<file path="src/rtl/ddr_init_pkg.sv">
// Shared definitions for the DDR controller init responder: state encodings,
// counter widths and default timing parameters.
package ddr_init_pkg;

   localparam int unsigned LOCK_W  = 16;
   localparam int unsigned TIMER_W = 20;
   localparam int unsigned RETRY_W = 4;
   localparam int unsigned GAP_W   = 8;
   localparam int unsigned STATE_W = 3;

   localparam logic [STATE_W-1:0] STATE_WAIT_LOCK  = 3'd0;
   localparam logic [STATE_W-1:0] STATE_START      = 3'd1;
   localparam logic [STATE_W-1:0] STATE_TRAIN      = 3'd2;
   localparam logic [STATE_W-1:0] STATE_RETRY_WAIT = 3'd3;
   localparam logic [STATE_W-1:0] STATE_READY      = 3'd4;
   localparam logic [STATE_W-1:0] STATE_FAIL       = 3'd5;

   typedef enum logic [STATE_W-1:0] {
      ST_WAIT_LOCK  = STATE_WAIT_LOCK,
      ST_START      = STATE_START,
      ST_TRAIN      = STATE_TRAIN,
      ST_RETRY_WAIT = STATE_RETRY_WAIT,
      ST_READY      = STATE_READY,
      ST_FAIL       = STATE_FAIL
   } init_state_e;

   localparam logic [LOCK_W-1:0]  LOCK_STABLE_DEF   = 16'h03FF;
   localparam logic [TIMER_W-1:0] TRAIN_TIMEOUT_DEF = 20'hFFFFF;
   localparam logic [RETRY_W-1:0] MAX_RETRY_DEF     = 4'h3;
   localparam logic [GAP_W-1:0]   RETRY_GAP_DEF     = 8'h40;

endpackage

</file>
<file path="src/rtl/ddr_lock_qualifier.sv">
// Counts consecutive pll_lock cycles; lock_ok fires on the cycle the count
// reaches LOCK_STABLE with lock still high. clear forces the count back to zero.
module ddr_lock_qualifier
   import ddr_init_pkg::*;
#(
   parameter logic [LOCK_W-1:0] LOCK_STABLE = LOCK_STABLE_DEF
) (
   input  logic clk,
   input  logic rst_n,
   input  logic pll_lock,
   input  logic clear,
   output logic lock_ok
);

   logic [LOCK_W-1:0] lock_cnt_q;
   logic [LOCK_W-1:0] lock_cnt_d;

   // Saturate at LOCK_STABLE so the counter cannot wrap while the owner is busy leaving.
   always_comb begin
      lock_cnt_d = lock_cnt_q;
      if (clear || !pll_lock) begin
         lock_cnt_d = {LOCK_W{1'b0}};
      end else if (lock_cnt_q == LOCK_STABLE) begin
         lock_cnt_d = lock_cnt_q;
      end else begin
         lock_cnt_d = lock_cnt_q + LOCK_W'(1);
      end
   end

   assign lock_ok = pll_lock && !clear && (lock_cnt_q == LOCK_STABLE);

   // Lock stability counter register.
   always_ff @(posedge clk) begin
      if (!rst_n) begin
         lock_cnt_q <= {LOCK_W{1'b0}};
      end else begin
         lock_cnt_q <= lock_cnt_d;
      end
   end

endmodule

</file>
<file path="src/rtl/ddr_ctrlr_ready_gen.sv">
// Controller-side DDR init responder: lock qualification, training supervision
// with timeout/retry, ctrlr_ready/init_fail reporting. Option: DDR_LOCK_LOSS_REINIT_EN.
module ddr_ctrlr_ready_gen
   import ddr_init_pkg::*;
#(
   parameter logic [LOCK_W-1:0]  LOCK_STABLE   = LOCK_STABLE_DEF,
   parameter logic [TIMER_W-1:0] TRAIN_TIMEOUT = TRAIN_TIMEOUT_DEF,
   parameter logic [RETRY_W-1:0] MAX_RETRY     = MAX_RETRY_DEF,
   parameter logic [GAP_W-1:0]   RETRY_GAP     = RETRY_GAP_DEF
) (
   input  logic               clk,
   input  logic               SYS_RESET_IN_N,
   input  logic               pll_lock,
   input  logic               train_done,
   input  logic               train_err,
   output logic               train_start,
   output logic               ctrlr_ready,
   output logic               init_fail,
   output logic [RETRY_W-1:0] retry_count,
   output logic [STATE_W-1:0] init_state
);

   localparam logic [GAP_W-1:0] GAP_LAST = RETRY_GAP - GAP_W'(1);

   init_state_e        state_q, state_d;
   logic [TIMER_W-1:0] timer_q, timer_d;
   logic [RETRY_W-1:0] retry_q, retry_d;
   logic [GAP_W-1:0]   gap_q, gap_d;
   logic               train_start_q, train_start_d;
   logic               ready_q, ready_d;
   logic               fail_q, fail_d;
   logic               lock_ok;
   logic               attempt_fail;

   ddr_lock_qualifier #(
      .LOCK_STABLE (LOCK_STABLE)
   ) u_lock_qual (
      .clk      (clk),
      .rst_n    (SYS_RESET_IN_N),
      .pll_lock (pll_lock),
      .clear    (state_q != ST_WAIT_LOCK),
      .lock_ok  (lock_ok)
   );

   // Next-state, counter and registered-output computation.
   always_comb begin
      state_d      = state_q;
      timer_d      = timer_q;
      retry_d      = retry_q;
      gap_d        = gap_q;
      attempt_fail = 1'b0;
      case (state_q)
         ST_WAIT_LOCK: begin
            if (lock_ok) begin
               state_d = ST_START;
            end else begin
               state_d = ST_WAIT_LOCK;
            end
         end
         ST_START: begin
            timer_d = {TIMER_W{1'b0}};
            state_d = ST_TRAIN;
         end
         ST_TRAIN: begin
            // Lock loss beats error beats done beats timeout.
            if (!pll_lock || train_err) begin
               attempt_fail = 1'b1;
            end else if (train_done) begin
               state_d = ST_READY;
            end else if (timer_q == TRAIN_TIMEOUT) begin
               attempt_fail = 1'b1;
            end else begin
               timer_d = timer_q + TIMER_W'(1);
            end
         end
         ST_RETRY_WAIT: begin
            if (gap_q == GAP_LAST) begin
               state_d = ST_WAIT_LOCK;
            end else begin
               gap_d = gap_q + GAP_W'(1);
            end
         end
         ST_READY: begin
`ifdef DDR_LOCK_LOSS_REINIT_EN
            if (!pll_lock) begin
               state_d = ST_WAIT_LOCK;
            end else begin
               state_d = ST_READY;
            end
`else
            state_d = ST_READY;
`endif
         end
         ST_FAIL: begin
            state_d = ST_FAIL;
         end
         default: begin
            state_d = ST_WAIT_LOCK;
         end
      endcase

      if (attempt_fail) begin
         if (retry_q == MAX_RETRY) begin
            state_d = ST_FAIL;
         end else begin
            retry_d = retry_q + RETRY_W'(1);
            gap_d   = {GAP_W{1'b0}};
            state_d = ST_RETRY_WAIT;
         end
      end else begin
         retry_d = retry_d;
      end

      train_start_d = (state_d == ST_START);
      ready_d       = (state_d == ST_READY);
      fail_d        = (state_d == ST_FAIL);
   end

   // State, counters and outputs; reset wins in every state.
   always_ff @(posedge clk) begin
      if (!SYS_RESET_IN_N) begin
         state_q       <= ST_WAIT_LOCK;
         timer_q       <= {TIMER_W{1'b0}};
         retry_q       <= {RETRY_W{1'b0}};
         gap_q         <= {GAP_W{1'b0}};
         train_start_q <= 1'b0;
         ready_q       <= 1'b0;
         fail_q        <= 1'b0;
      end else begin
         state_q       <= state_d;
         timer_q       <= timer_d;
         retry_q       <= retry_d;
         gap_q         <= gap_d;
         train_start_q <= train_start_d;
         ready_q       <= ready_d;
         fail_q        <= fail_d;
      end
   end

   assign train_start = train_start_q;
   assign ctrlr_ready = ready_q;
   assign init_fail   = fail_q;
   assign retry_count = retry_q;
   assign init_state  = state_q;

endmodule

</file>
<file path="config.mk">
export PLATFORM = sky130hd
export DESIGN_NAME = ddr_ctrlr_ready_gen
export DESIGN_NICKNAME = d
export VERILOG_FILES = /design/src/rtl/ddr_init_pkg.sv /design/src/rtl/ddr_lock_qualifier.sv /design/src/rtl/ddr_ctrlr_ready_gen.sv
export SDC_FILE = /design/constraint.sdc
export NUM_CORES = 1
export LEC_CHECK = 0
export BUFFER_PORTS_ARGS = -buffer_cell sky130_fd_sc_hd__buf_4
export CAP_MARGIN = 10
export CORE_MARGIN = 4
export CORE_UTILIZATION = 51
export CTS_CLUSTER_SIZE = 25
export DETAILED_ROUTE_END_ITERATION = 10
export PLACE_DENSITY_LB_ADDON = 0.15
export RECOVER_POWER = 50
export REMOVE_ABC_BUFFERS = 1
export SYNTH_ARGS = -nofsm -noshare
export SYNTH_HDL_FRONTEND = slang
export SYNTH_HIERARCHICAL = 1
export SYNTH_SLANG_ARGS = --single-unit
</file>
<file path="constraint.sdc">
create_clock -name clk -period 2.55 [get_ports clk]
set_input_delay 0.255 -clock clk [delete_from_list [all_inputs] [get_ports clk]]
set_output_delay 0.255 -clock clk [all_outputs]
set_load 0.01 [all_outputs]
</file>
==> results.json <==
{
  "die_h_um": 82.3,
  "antenna_found_initial": 0,
  "drive_above_1_share_pct": 8.72,
  "drv_slew": 0,
  "path_max_fanout": 8,
  "cts_buffers": 5,
  "critPathLaunchType": "register",
  "grt_overflow": 0,
  "gr-usage-all-layers_pct": 18.7,
  "worst_slew_pin_slew_ns": 0.770,
  "clock_latency_ns": 0.30,
  "synth-edff-count": 0,
  "portBuffers": 14,
  "grt_pass1_wl_um": 10000,
  "first_pass_iters": 4,
  "clockBufferDepth": 2,
  "avgViaCountPerCell": 5.93,
  "drt_iter0_markers": 180,
  "critical_path.slowest_cell": "or4_4",
  "status": "completed",
  "post_drt_wl_per_cell_um": 13.9,
  "cap_viol_max_count": 0,
  "p_leak_nw": 0.997,
  "finalSetupTns_ns": 0,
  "max_stage_delay_ns": 0.67,
  "clock.fmax_ghz": 0.442,
  "post-place-cells": 407,
  "dieArea_um2": 6770,
  "cellPowerDensity_nw_per_um2": 499,
  "regToRegSetupSlack_ns": 0.29,
  "n_antenna_cell": 0,
  "row_count": 26,
  "dpl.hpwl_um": 4200,
  "ys_types": 56,
  "synthCells": 327,
  "post_cts_resized": 0,
  "setup_viol": 0,
  "postCtsSetupBuffers": 0,
  "fin_cells": 414,
  "worstPathRequired_ns": 2.75,
  "grt_start_max_net_pins": 18,
  "syn_avg_cell_area_um2": 8.61,
  "ir_drop_mv": 0.273,
  "cts.sink_count": 54,
  "globalplace.congestion": 0.797,
  "hold_path_class": "input port to register",
  "rsz0062_at_grt": "false",
  "path_delay_family": "simple AND/OR/NAND/NOR gates",
  "ys_ff_latch": 54,
  "core_area_um2": 5240,
  "synth_flop_cell": "dfxtp_1",
  "fin_skew_ns": 0.00713,
  "grt_pass1_vias": 2212,
  "crit_type": "register to register",
  "worst_ep_arrival_time_ns": 2.46,
  "wl_um": 5750,
  "syn_area_um2": 2820,
  "clkTransAtPathRegs_ns": 0.09,
  "async_flop_share_pct": 0,
  "hold_buffers": 0,
  "min_period_over_period_pct": 88.6,
  "cts-root-buf": "clkbuf_8",
  "final_nets": 353,
  "cts_htree_levels": 2,
  "hold_violations": 0,
  "antenna_left": 0,
  "crit_chain": "nand4_1 -> or4_4 -> a211oi_2 -> a31oi_1 -> a41o_1",
  "yosysSeqAreaShare_pct": 38.4,
  "area_growth_syn_to_layout_pct": 7.33,
  "vias": 2454,
  "ios": 15,
  "die_x_um": 82.3,
  "slew-limit-headroom_pct": 48.7,
  "start_util_pct": 53.8,
  "synth_warnings": 6,
  "post-route-min-period_ns": 2.26,
  "critical_path_buf_inv_count": 0,
  "cts_tree": "yes",
  "crit_path_end_kind": "register",
  "drcViolationCount": 0
}
-- logic make-up after synthesis --
family | after synthesis | share of synthesized area, %
buf+inv | 16 | 2.58
xor+xnor | 19 | 5.91
flops | 54 | 38.4
mux | 5 | 1.78
compound gates | 70 | 17.2
fa+ha+maj | 4 | 1.78
simple gates | 159 | 32.4
-- report_power, final --
group          total (W)  internal, W  switching [W]
sequential      0.000891     0.000860      0.0000311
combinational   0.000167    0.0000645       0.000103
clock           0.000448     0.000185       0.000263
-- cell usage after synthesis, drive strengths merged, types with 5 or more instances --
| master | count | area (µm²) |
|---|---|---|
| inv | 7 | 26.3 |
| a41o | 5 | 50.1 |
| dfxtp | 54 | 1080 |
| or4 | 5 | 41.3 |
| nor3 | 9 | 45.0 |
| a21oi | 20 | 100 |
| or3 | 11 | 68.8 |
| a2111oi | 5 | 56.3 |
| a31oi | 9 | 56.3 |
| mux2i | 5 | 50.1 |
| nor2 | 36 | 135 |
| xnor2 | 15 | 131 |
| nand4 | 14 | 109 |
| nor4 | 7 | 65.1 |
| clkbuf | 6 | 22.5 |
| nand2 | 35 | 131 |
| nor2b | 5 | 31.3 |
| nand3 | 13 | 65.1 |
| o21ai | 15 | 78.8 |
-- layer usage --
layer | vias to the layer above | global-route usage, % | wire, µm
li1 | 1246 | - | -
met1 | 1162 | 26.5 | 2890
met2 | 38 | 28.0 | 2500
met3 | 8 | 4.45 | 274
met4 | 0 | 5.32 | 76
met5 | - | 0 | 0
-- worst paths after layout --
check,start,endpoint,cells past startpoint
min,SYS_RESET_IN_N,train_start$_SDFF_PN0_,3
max reg2reg,timer_q[3]$_SDFFE_PN0P_,timer_q[15]$_SDFFE_PN0P_,5
min reg2reg,timer_q[13]$_SDFFE_PN0P_,timer_q[13]$_SDFFE_PN0P_,2
max,timer_q[3]$_SDFFE_PN0P_,timer_q[15]$_SDFFE_PN0P_,5
-- per-stage QoR --
| stage | hold WS (ns) | total power, W | utilization [%] | instance area [µm²] | worst slack [ns] |
|---|---|---|---|---|---|
| floorplan | 0.376 | 0.00102 | - | 2770 | 0.564 |
| global placement | 0.477 | 0.00109 | 57.3 | 3000 | 0.473 |
| global route | 0.286 | 0.00158 | 57.7 | 3020 | 0.100 |
| CTS | 0.273 | 0.00154 | 58.8 | 3080 | 0.359 |
| detailed placement | 0.487 | 0.00109 | 57.3 | 3000 | 0.413 |
| finish | 0.288 | 0.00151 | 57.7 | 3020 | 0.290 |
-- cells in the final DEF (no fill, tap or decap), drive strengths merged, types with 7 or more instances in the layout --
master,synthesis,final
dfxtp,54,54
nor2,36,36
nand2,35,35
a21oi,20,20
clkbuf,6,16
xnor2,15,15
o21ai,15,15
nand4,14,14
nand3,13,13
or3,11,11
nor3,9,9
a31oi,9,9
buf,3,8
inv,7,7
nor4,7,7
-- worst min-delay path, cell delays in order --
cell,delay [ns]
buf_4,0.17
nand2_1,0.08
nor2_1,0.05
-- final cells by class --
type | count | area, µm²
clock buffers | 5 | 68.8
clock inverters | 2 | 10.0
fillers | 491 | 2220
inverters | 7 | 26.3
multi-input cells | 257 | 1650
flip-flops and latches | 54 | 1080
well taps | 70 | 87.6
repair buffers | 19 | 101
-- registers in the layout, summed over array words and instances (netlist names) --
| signal | count |
|---|---|
| timer_q | 20 |
| u_lock_qual/lock_cnt_q | 16 |
| gap_q | 8 |
| retry_count | 4 |
| init_state | 3 |
| ctrlr_ready | 1 |
| init_fail | 1 |
| train_start | 1 |
(Power assumes the default switching activity.)
